--- src/rtl/dtcm_port_arbiter.sv ---
// dtcm_port_arbiter: shares the single-port DTCM SRAM between the core
// load/store port (m0, priority) and the loader/DMA port (m1). A
// starvation counter forces one m1 grant after STARVE_LIMIT denied cycles.
// Read data (1-cycle SRAM latency) is steered back to the granted owner.
module dtcm_port_arbiter #(
    parameter int AW           = 24,
    parameter int DW           = 32,
    parameter int STARVE_LIMIT = 4
) (
    input  logic            clk,
    input  logic            cpurst,
    // core load/store port
    input  logic            m0_req,
    input  logic            m0_we,
    input  logic [AW-1:0]   m0_addr,
    input  logic [DW-1:0]   m0_wdat,
    input  logic [DW/8-1:0] m0_be,
    output logic            m0_gnt,
    output logic            m0_rvalid,
    output logic [DW-1:0]   m0_rdat,
    // loader/DMA port
    input  logic            m1_req,
    input  logic            m1_we,
    input  logic [AW-1:0]   m1_addr,
    input  logic [DW-1:0]   m1_wdat,
    input  logic [DW/8-1:0] m1_be,
    output logic            m1_gnt,
    output logic            m1_rvalid,
    output logic [DW-1:0]   m1_rdat,
    // SRAM macro side
    output logic            sram_cs,
    output logic            sram_we,
    output logic [AW-3:0]   sram_addr,
    output logic [DW-1:0]   sram_wdat,
    output logic [DW/8-1:0] sram_be,
    input  logic [DW-1:0]   sram_rdat
);

    logic [3:0] starve_cnt;
    logic       force_m1;
    logic       rd_pend;
    logic       rd_owner;   // 0 = m0, 1 = m1

    // byte-offset bits never reach the word-addressed SRAM
    logic unused_addr_lsbs;
    assign unused_addr_lsbs = ^{m0_addr[1:0], m1_addr[1:0]};

    // Core wins ties unless m1 has been denied STARVE_LIMIT cycles in a row.
    assign force_m1 = m1_req & (starve_cnt == 4'(STARVE_LIMIT));
    assign m1_gnt   = m1_req & (force_m1 | ~m0_req);
    assign m0_gnt   = m0_req & ~m1_gnt;
    assign sram_cs  = m0_gnt | m1_gnt;

    // Route the winner onto the SRAM; idle cycles drive zeros.
    always_comb begin
        sram_we   = 1'b0;
        sram_addr = '0;
        sram_wdat = '0;
        sram_be   = '0;
        if (m1_gnt) begin
            sram_we   = m1_we;
            sram_addr = m1_addr[AW-1:2];
            sram_wdat = m1_wdat;
            sram_be   = m1_we ? m1_be : '1;
        end else if (m0_gnt) begin
            sram_we   = m0_we;
            sram_addr = m0_addr[AW-1:2];
            sram_wdat = m0_wdat;
            sram_be   = m0_we ? m0_be : '1;
        end
    end

    // Count consecutive m1 denials; any grant or dropped request clears it.
    always_ff @(posedge clk or posedge cpurst) begin
        if (cpurst) begin
            starve_cnt <= '0;
        end else if (m1_req && !m1_gnt) begin
            if (starve_cnt != 4'(STARVE_LIMIT))
                starve_cnt <= starve_cnt + 4'd1;
        end else begin
            starve_cnt <= '0;
        end
    end

    // Remember who owns the read in flight so its data returns to them only.
    always_ff @(posedge clk or posedge cpurst) begin
        if (cpurst) begin
            rd_pend  <= 1'b0;
            rd_owner <= 1'b0;
        end else begin
            rd_pend <= sram_cs & ~sram_we;
            if (sram_cs && !sram_we)
                rd_owner <= m1_gnt;
        end
    end

    assign m0_rvalid = rd_pend & ~rd_owner;
    assign m1_rvalid = rd_pend &  rd_owner;
    assign m0_rdat   = m0_rvalid ? sram_rdat : '0;
    assign m1_rdat   = m1_rvalid ? sram_rdat : '0;

endmodule

--- config.mk ---
export PLATFORM = sky130hd
export DESIGN_NAME = dtcm_port_arbiter
export DESIGN_NICKNAME = d
export VERILOG_FILES = /design/src/rtl/dtcm_port_arbiter.sv
export SDC_FILE = /design/constraint.sdc
export NUM_CORES = 1
export LEC_CHECK = 0
export BUFFER_PORTS_ARGS = -buffer_cell sky130_fd_sc_hd__buf_2
export CAP_MARGIN = 20
export CORE_AREA = 2 2 111 113
export DETAILED_ROUTE_END_ITERATION = 12
export DIE_AREA = 0 0 113 115
export PLACE_DENSITY = 0.58
export SYNTH_ARGS = -nofsm -noshare
export SYNTH_HDL_FRONTEND = slang
export SYNTH_SLANG_ARGS = --single-unit
--- constraint.sdc ---
create_clock -name clk -period 1.5 [get_ports clk]
set_input_delay 0.15 -clock clk [delete_from_list [all_inputs] [get_ports clk]]
set_output_delay 0.15 -clock clk [all_outputs]
set_load 0.01 [all_outputs]
Yosys cells after proc, flatten, opt, wreduce, memory -nomap -nowiden --
Cells that the tools add are included.
Word-level totals: output and inout bits 128, memories 0, bits in registers 6, bits in latches 0, ROM bits 0, bits in writable memories 0
Operators by class: equality and inequality tests 3, reductions and logical operators 4, divide/modulo/power cells 0, bitwise operators 12, $add $sub $neg 1, shifts and indexed selects 0, multipliers 0, mux-type cells 14, magnitude comparators 0
Operators with widths (number):
- $mux W32 | 4
- $mux W22 | 2
- $mux W4 | 6
- $and A1 B1 Y1 | 6
- $add A4 B1 Y4 const B | 1
- $eq A4 B3 Y1 const B | 1
- $ne A4 B3 Y1 const B | 1
- $not A1 Y1 | 4
- $logic_and A1 B1 Y1 | 2
- $logic_not A1 Y1 | 2
- $mux W1 | 2
- $ne A2 B1 Y1 const B | 1
- $or A1 B1 Y1 | 2

Logic depth before layout (Yosys ltp) --
depth in word-level cells 10, depth in mapped cells 7, depth with buffers taken out 5

Worst setup path before layout --
Ideal clock, no wire load.
path type register -> output, start point register starve_cnt[0], end point output sram_be[0], stages on the path, launching flop included 8, required time 1.350 ns, path slack -0.101 ns, data arrival time 1.451 ns, path through dfrtp_1 > inv_1 > ha_1 > nand4b_4 > and2_4 > buf_6 > buf_6 > a31oi_1
Between the ends: cells in the longest elaborated chain, start to end 8
Ends and longest elaborated chain:
- start, declared | RTL line 39 | logic [3:0] starve_cnt;
- start signal, assigned | RTL line 79 | starve_cnt <= starve_cnt + 4'd1;
- $eq A4 B3 Y1 | RTL line 49 | assign force_m1 = m1_req & (starve_cnt == 4'(STARVE_LIMIT));
- $and A1 B1 Y1 | RTL line 49
- $or A1 B1 Y1 | RTL line 50 | assign m1_gnt = m1_req & (force_m1 | ~m0_req);
- $and A1 B1 Y1 | RTL line 50
- $not A1 Y1 | RTL line 51 | assign m0_gnt = m0_req & ~m1_gnt;
- $and A1 B1 Y1 | RTL line 51
- named net m0_gnt | RTL line 18 | output logic m0_gnt,
- $mux W4 | RTL line 65 | end else if (m0_gnt) begin
- $mux W4 | RTL line 60 | if (m1_gnt) begin
- end, declared | RTL line 35 | output logic [DW/8-1:0] sram_be,
The timed path passes the listed nets, and every way through them passes these cells.

Final worst setup path --
start point register starve_cnt[1], end point output sram_we
Between the ends: cells in the longest elaborated chain, start to end 8
Ends and longest elaborated chain:
- $eq A4 B3 Y1 (*) | RTL line 49
- $and A1 B1 Y1 (*) | RTL line 49
- $or A1 B1 Y1 (*) | RTL line 50
- $and A1 B1 Y1 (*) | RTL line 50
- $not A1 Y1 | RTL line 51
- $and A1 B1 Y1 | RTL line 51
- $mux W1 | RTL line 65
- $mux W1 (*) | RTL line 60
- end, declared | RTL line 32 | output logic sram_we,
Every way passes the cells marked *; elsewhere a longest branch is shown, timed or not.

==> results.json <==
{
  "run_status": "complete, but fails checks",
  "violations": "DRC, setup timing",
  "grt_start_max_net_pins": 65,
  "antenna_violating_nets_post_route": 0,
  "synthMostInstantiatedCell": "sky130_fd_sc_hd__nand3_1",
  "maxClockFrequency_mhz": 548,
  "insertedDiodeCount": 0,
  "hold_path.class": "in -> reg",
  "count_of_state_elements_after_synthesis": 6,
  "pin_count": 286,
  "reg2reg_slack_ns": 0.07,
  "slew_headroom": 0.789,
  "routabilityCongestion": 0.866,
  "critPathArrivalTime_ns": 1.68,
  "synth_warnings": 0,
  "crit_fanout": 12,
  "post-route-util": 0.335,
  "antenna_found_initial": 1,
  "post_synth_inst_count": 310,
  "wire_per_inst_um": 13.2,
  "clk_pin_slew_ns": 0.03,
  "max-clock-path-buffers": 2,
  "multiInputGateArea_um2": 1700,
  "rsz0062_at_grt": "true",
  "htreeDepth": 1,
  "max_cap_viol_count": 0,
  "path_cells": "inv_1 -> ha_2 -> nand4b_4 -> and2_4 -> buf_12 -> o21ai_2 -> buf_2",
  "yosysSeqAreaShare": 0.0854,
  "required_ns": 1.35,
  "die_h_um": 115,
  "tightestPinTransition_ns": 0.317,
  "totalPowerFinal_mw": 1.74,
  "sequentialPowerShare": 0.100,
  "setup_slack_ns": -0.326,
  "cts.root.buffer_cell": "sky130_fd_sc_hd__clkbuf_16",
  "worst-r2r-cell-count": 6,
  "synth_top_area_cell": "sky130_fd_sc_hd__nand3_1",
  "cp_max_stage_delay_ns": 0.38,
  "vdd_drop_max_mv": 0.298,
  "via_count_of_the_first_global_routing_pass": 2786,
  "power.leakage_nw": 2.35,
  "tritoncts": "built",
  "vias": 3180,
  "drt_drc_violations_left": 18,
  "synth_edf_count": 0,
  "synth.top_cells.by_area": "sky130_fd_sc_hd__nand3_1 (16%), sky130_fd_sc_hd__o21ai_1 (16%), sky130_fd_sc_hd__and2_1 (12%)",
  "detailed_place_hpwl_mm": 7.77,
  "power.density_nw_per_um2": 441,
  "wire_length_of_the_first_global_routing_pass_mm": 13.8,
  "clk-insertion-delay-late_ns": 0.23,
  "drive_gt1_frac": 0.640,
  "drt_iter0_drc": 136,
  "final.period_utilization": 1.22,
  "power.internal_mw": 1.06,
  "worstSetupStartpointType": "flip-flop",
  "p_switching_mw": 0.680,
  "critPathSlowestCell": "sky130_fd_sc_hd__dfrtp_1",
  "gr-usage-all-layers": 0.132,
  "mean_instance_size_in_the_synthesized_netlist_um2": 5.67,
  "share_clk_of_total_power": 0.248,
  "final_hold_violations": 0,
  "setup_viol": 61,
  "gr-total-overflow": 0,
  "netlist-cell-type-count": 24,
  "seq_area_um2": 150,
  "yosys-top-cells-count": "sky130_fd_sc_hd__nand3_1 (57), sky130_fd_sc_hd__o21ai_1 (56), sky130_fd_sc_hd__nand2_1 (55)",
  "async_reset_ff_frac": 1.00,
  "synthesis.nets": 470,
  "cts_inserted_buffers": 3,
  "wl_mm": 9.67,
  "area_added_between_synthesis_and_finish_pct": 125,
  "timing.setup.critical_path_class": "reg -> out",
  "core_area_um2": 11800,
  "vias_per_cell": 4.34,
  "place.port_buffers": 281,
  "p_sw_frac": 0.390,
  "layout_skew_ns": 0.000364,
  "syn-cell-area_um2": 1760,
  "clock_sink_count": 6,
  "critPathCaptureType": "output pin",
  "finalWorstPathRequiredPeriod_ns": 1.83,
  "primary_ff_master_synth": "sky130_fd_sc_hd__dfrtp_1",
  "final_nets": 748,
  "die_w_um": 113,
  "first_pass_iters": 8,
  "final_max_tran_viols": 0,
  "netlist.area_leader.share": 0.162,
  "worst_hold_path.num_cells": 3,
  "core.rowCount": 40,
  "fillCellCount": 1325,
  "combinationalPowerShare": 0.652,
  "initial_core_util": 0.149,
  "die_footprint_um2": 13000
}
cells in the final DEF, fill, tap and decap left out, types with 3 or more instances in the layout:
| cell type | Yosys | routed |
|---|---|---|
| sky130_fd_sc_hd__buf_2 | 1 | 268 |
| sky130_fd_sc_hd__nand3_1 | 57 | 57 |
| sky130_fd_sc_hd__nand2_1 | 55 | 55 |
| sky130_fd_sc_hd__o21ai_2 | 0 | 50 |
| sky130_fd_sc_hd__and2_1 | 33 | 33 |
| sky130_fd_sc_hd__and3_1 | 33 | 32 |
| sky130_fd_sc_hd__buf_4 | 0 | 16 |
| sky130_fd_sc_hd__buf_6 | 7 | 15 |
| sky130_fd_sc_hd__inv_1 | 7 | 7 |
| sky130_fd_sc_hd__buf_12 | 0 | 7 |
| sky130_fd_sc_hd__dfrtp_1 | 6 | 6 |
| sky130_fd_sc_hd__nand2b_1 | 5 | 5 |
| sky130_fd_sc_hd__o21ai_4 | 0 | 4 |
| sky130_fd_sc_hd__a31oi_4 | 0 | 4 |
| sky130_fd_sc_hd__clkbuf_16 | 0 | 4 |
| sky130_fd_sc_hd__nor2_1 | 3 | 3 |
power groups by stage:
stage | combinational (mW) | clock [mW] | sequential [mW]
2_1_floorplan | 0.563 | 0 | 0.181
3_3_place_gp | 1.08 | 0 | 0.176
3_5_place_dp | 1.08 | 0 | 0.177
4_1_cts | 1.11 | 0.442 | 0.175
5_1_grt | 1.24 | 0.448 | 0.176
6_report | 1.14 | 0.432 | 0.175
through the flow:
step	instances	setup TNS, ns	hold slack, ns	instance area (µm²)	setup WS, ns
global placement	726	-1.99	0.0857	3710	-0.0700
CTS	731	-17.42	0.371	3870	-0.322
floorplan	310	-1.65	-0.0590	2060	-0.0328
detailed placement	726	-2.74	0.0946	3710	-0.0802
global route	733	-22.85	0.404	3960	-0.411
finish	733	-17.46	0.352	3960	-0.326
routing by layer:
| layer | vias to the layer above | track usage | share of wire |
|---|---|---|---|
| li1 | 1619 | - | - |
| met1 | 1378 | 0.143 | 0.37 |
| met2 | 176 | 0.250 | 0.52 |
| met3 | 7 | 0.0432 | 0.10 |
| met4 | 0 | 0.0293 | 0.0068 |
| met5 | - | 0 | 0 |
layout make-up:
cell class / instances / share of cell area
clock buffer: 3 / 0.0190
inverter: 7 / 0.00664
multi-input combinational: 261 / 0.430
sequential: 6 / 0.0379
tap: 147 / 0.0465
timing repair buffer: 309 / 0.460
state kept, by name, indices dropped and copies added (netlist names):
name        flops
rd_pend         1
starve_cnt      4
rd_owner        1
path summary, 6_finish.rpt:
path / from / end
max: starve_cnt[1] / sram_we
min: m1_we / rd_pend
max reg2reg: starve_cnt[1] / starve_cnt[1]
min reg2reg: starve_cnt[0] / starve_cnt[0]
max in group asynchronous: cpurst / starve_cnt[0]
min in group asynchronous: cpurst / rd_pend
critical path: cells and delay by family (launching register included):
family                     cells  cell delay [ns]
and+or+nand+nor                2             0.36
AOI/OAI and AO/OA              1             0.14
buffers and inverters          3             0.39
DFF                            1             0.38
adders and majority gates      1             0.18
cell families (layout without fill, tap and decap cells):
kind of cell    count (synthesis)  after routing  synth area share
simple gates                  192            192             0.572
compound gates                 65             65             0.196
buf+inv                        43            319             0.122
flops                           6              6            0.0854
fa+ha+maj                       2              2            0.0142
xor+xnor                        2              2           0.00997
repair_timing:
action,4_1_cts,5_1_grt
hold endpoints to repair,6,0
cloned,0,2
endpoints found under the setup margin,61,61
gates resized for setup,14,11
setup buffers,1,0
pin swaps,0,6
hold buffers,1,0
Note: power is estimated with default switching activity, not from simulation.
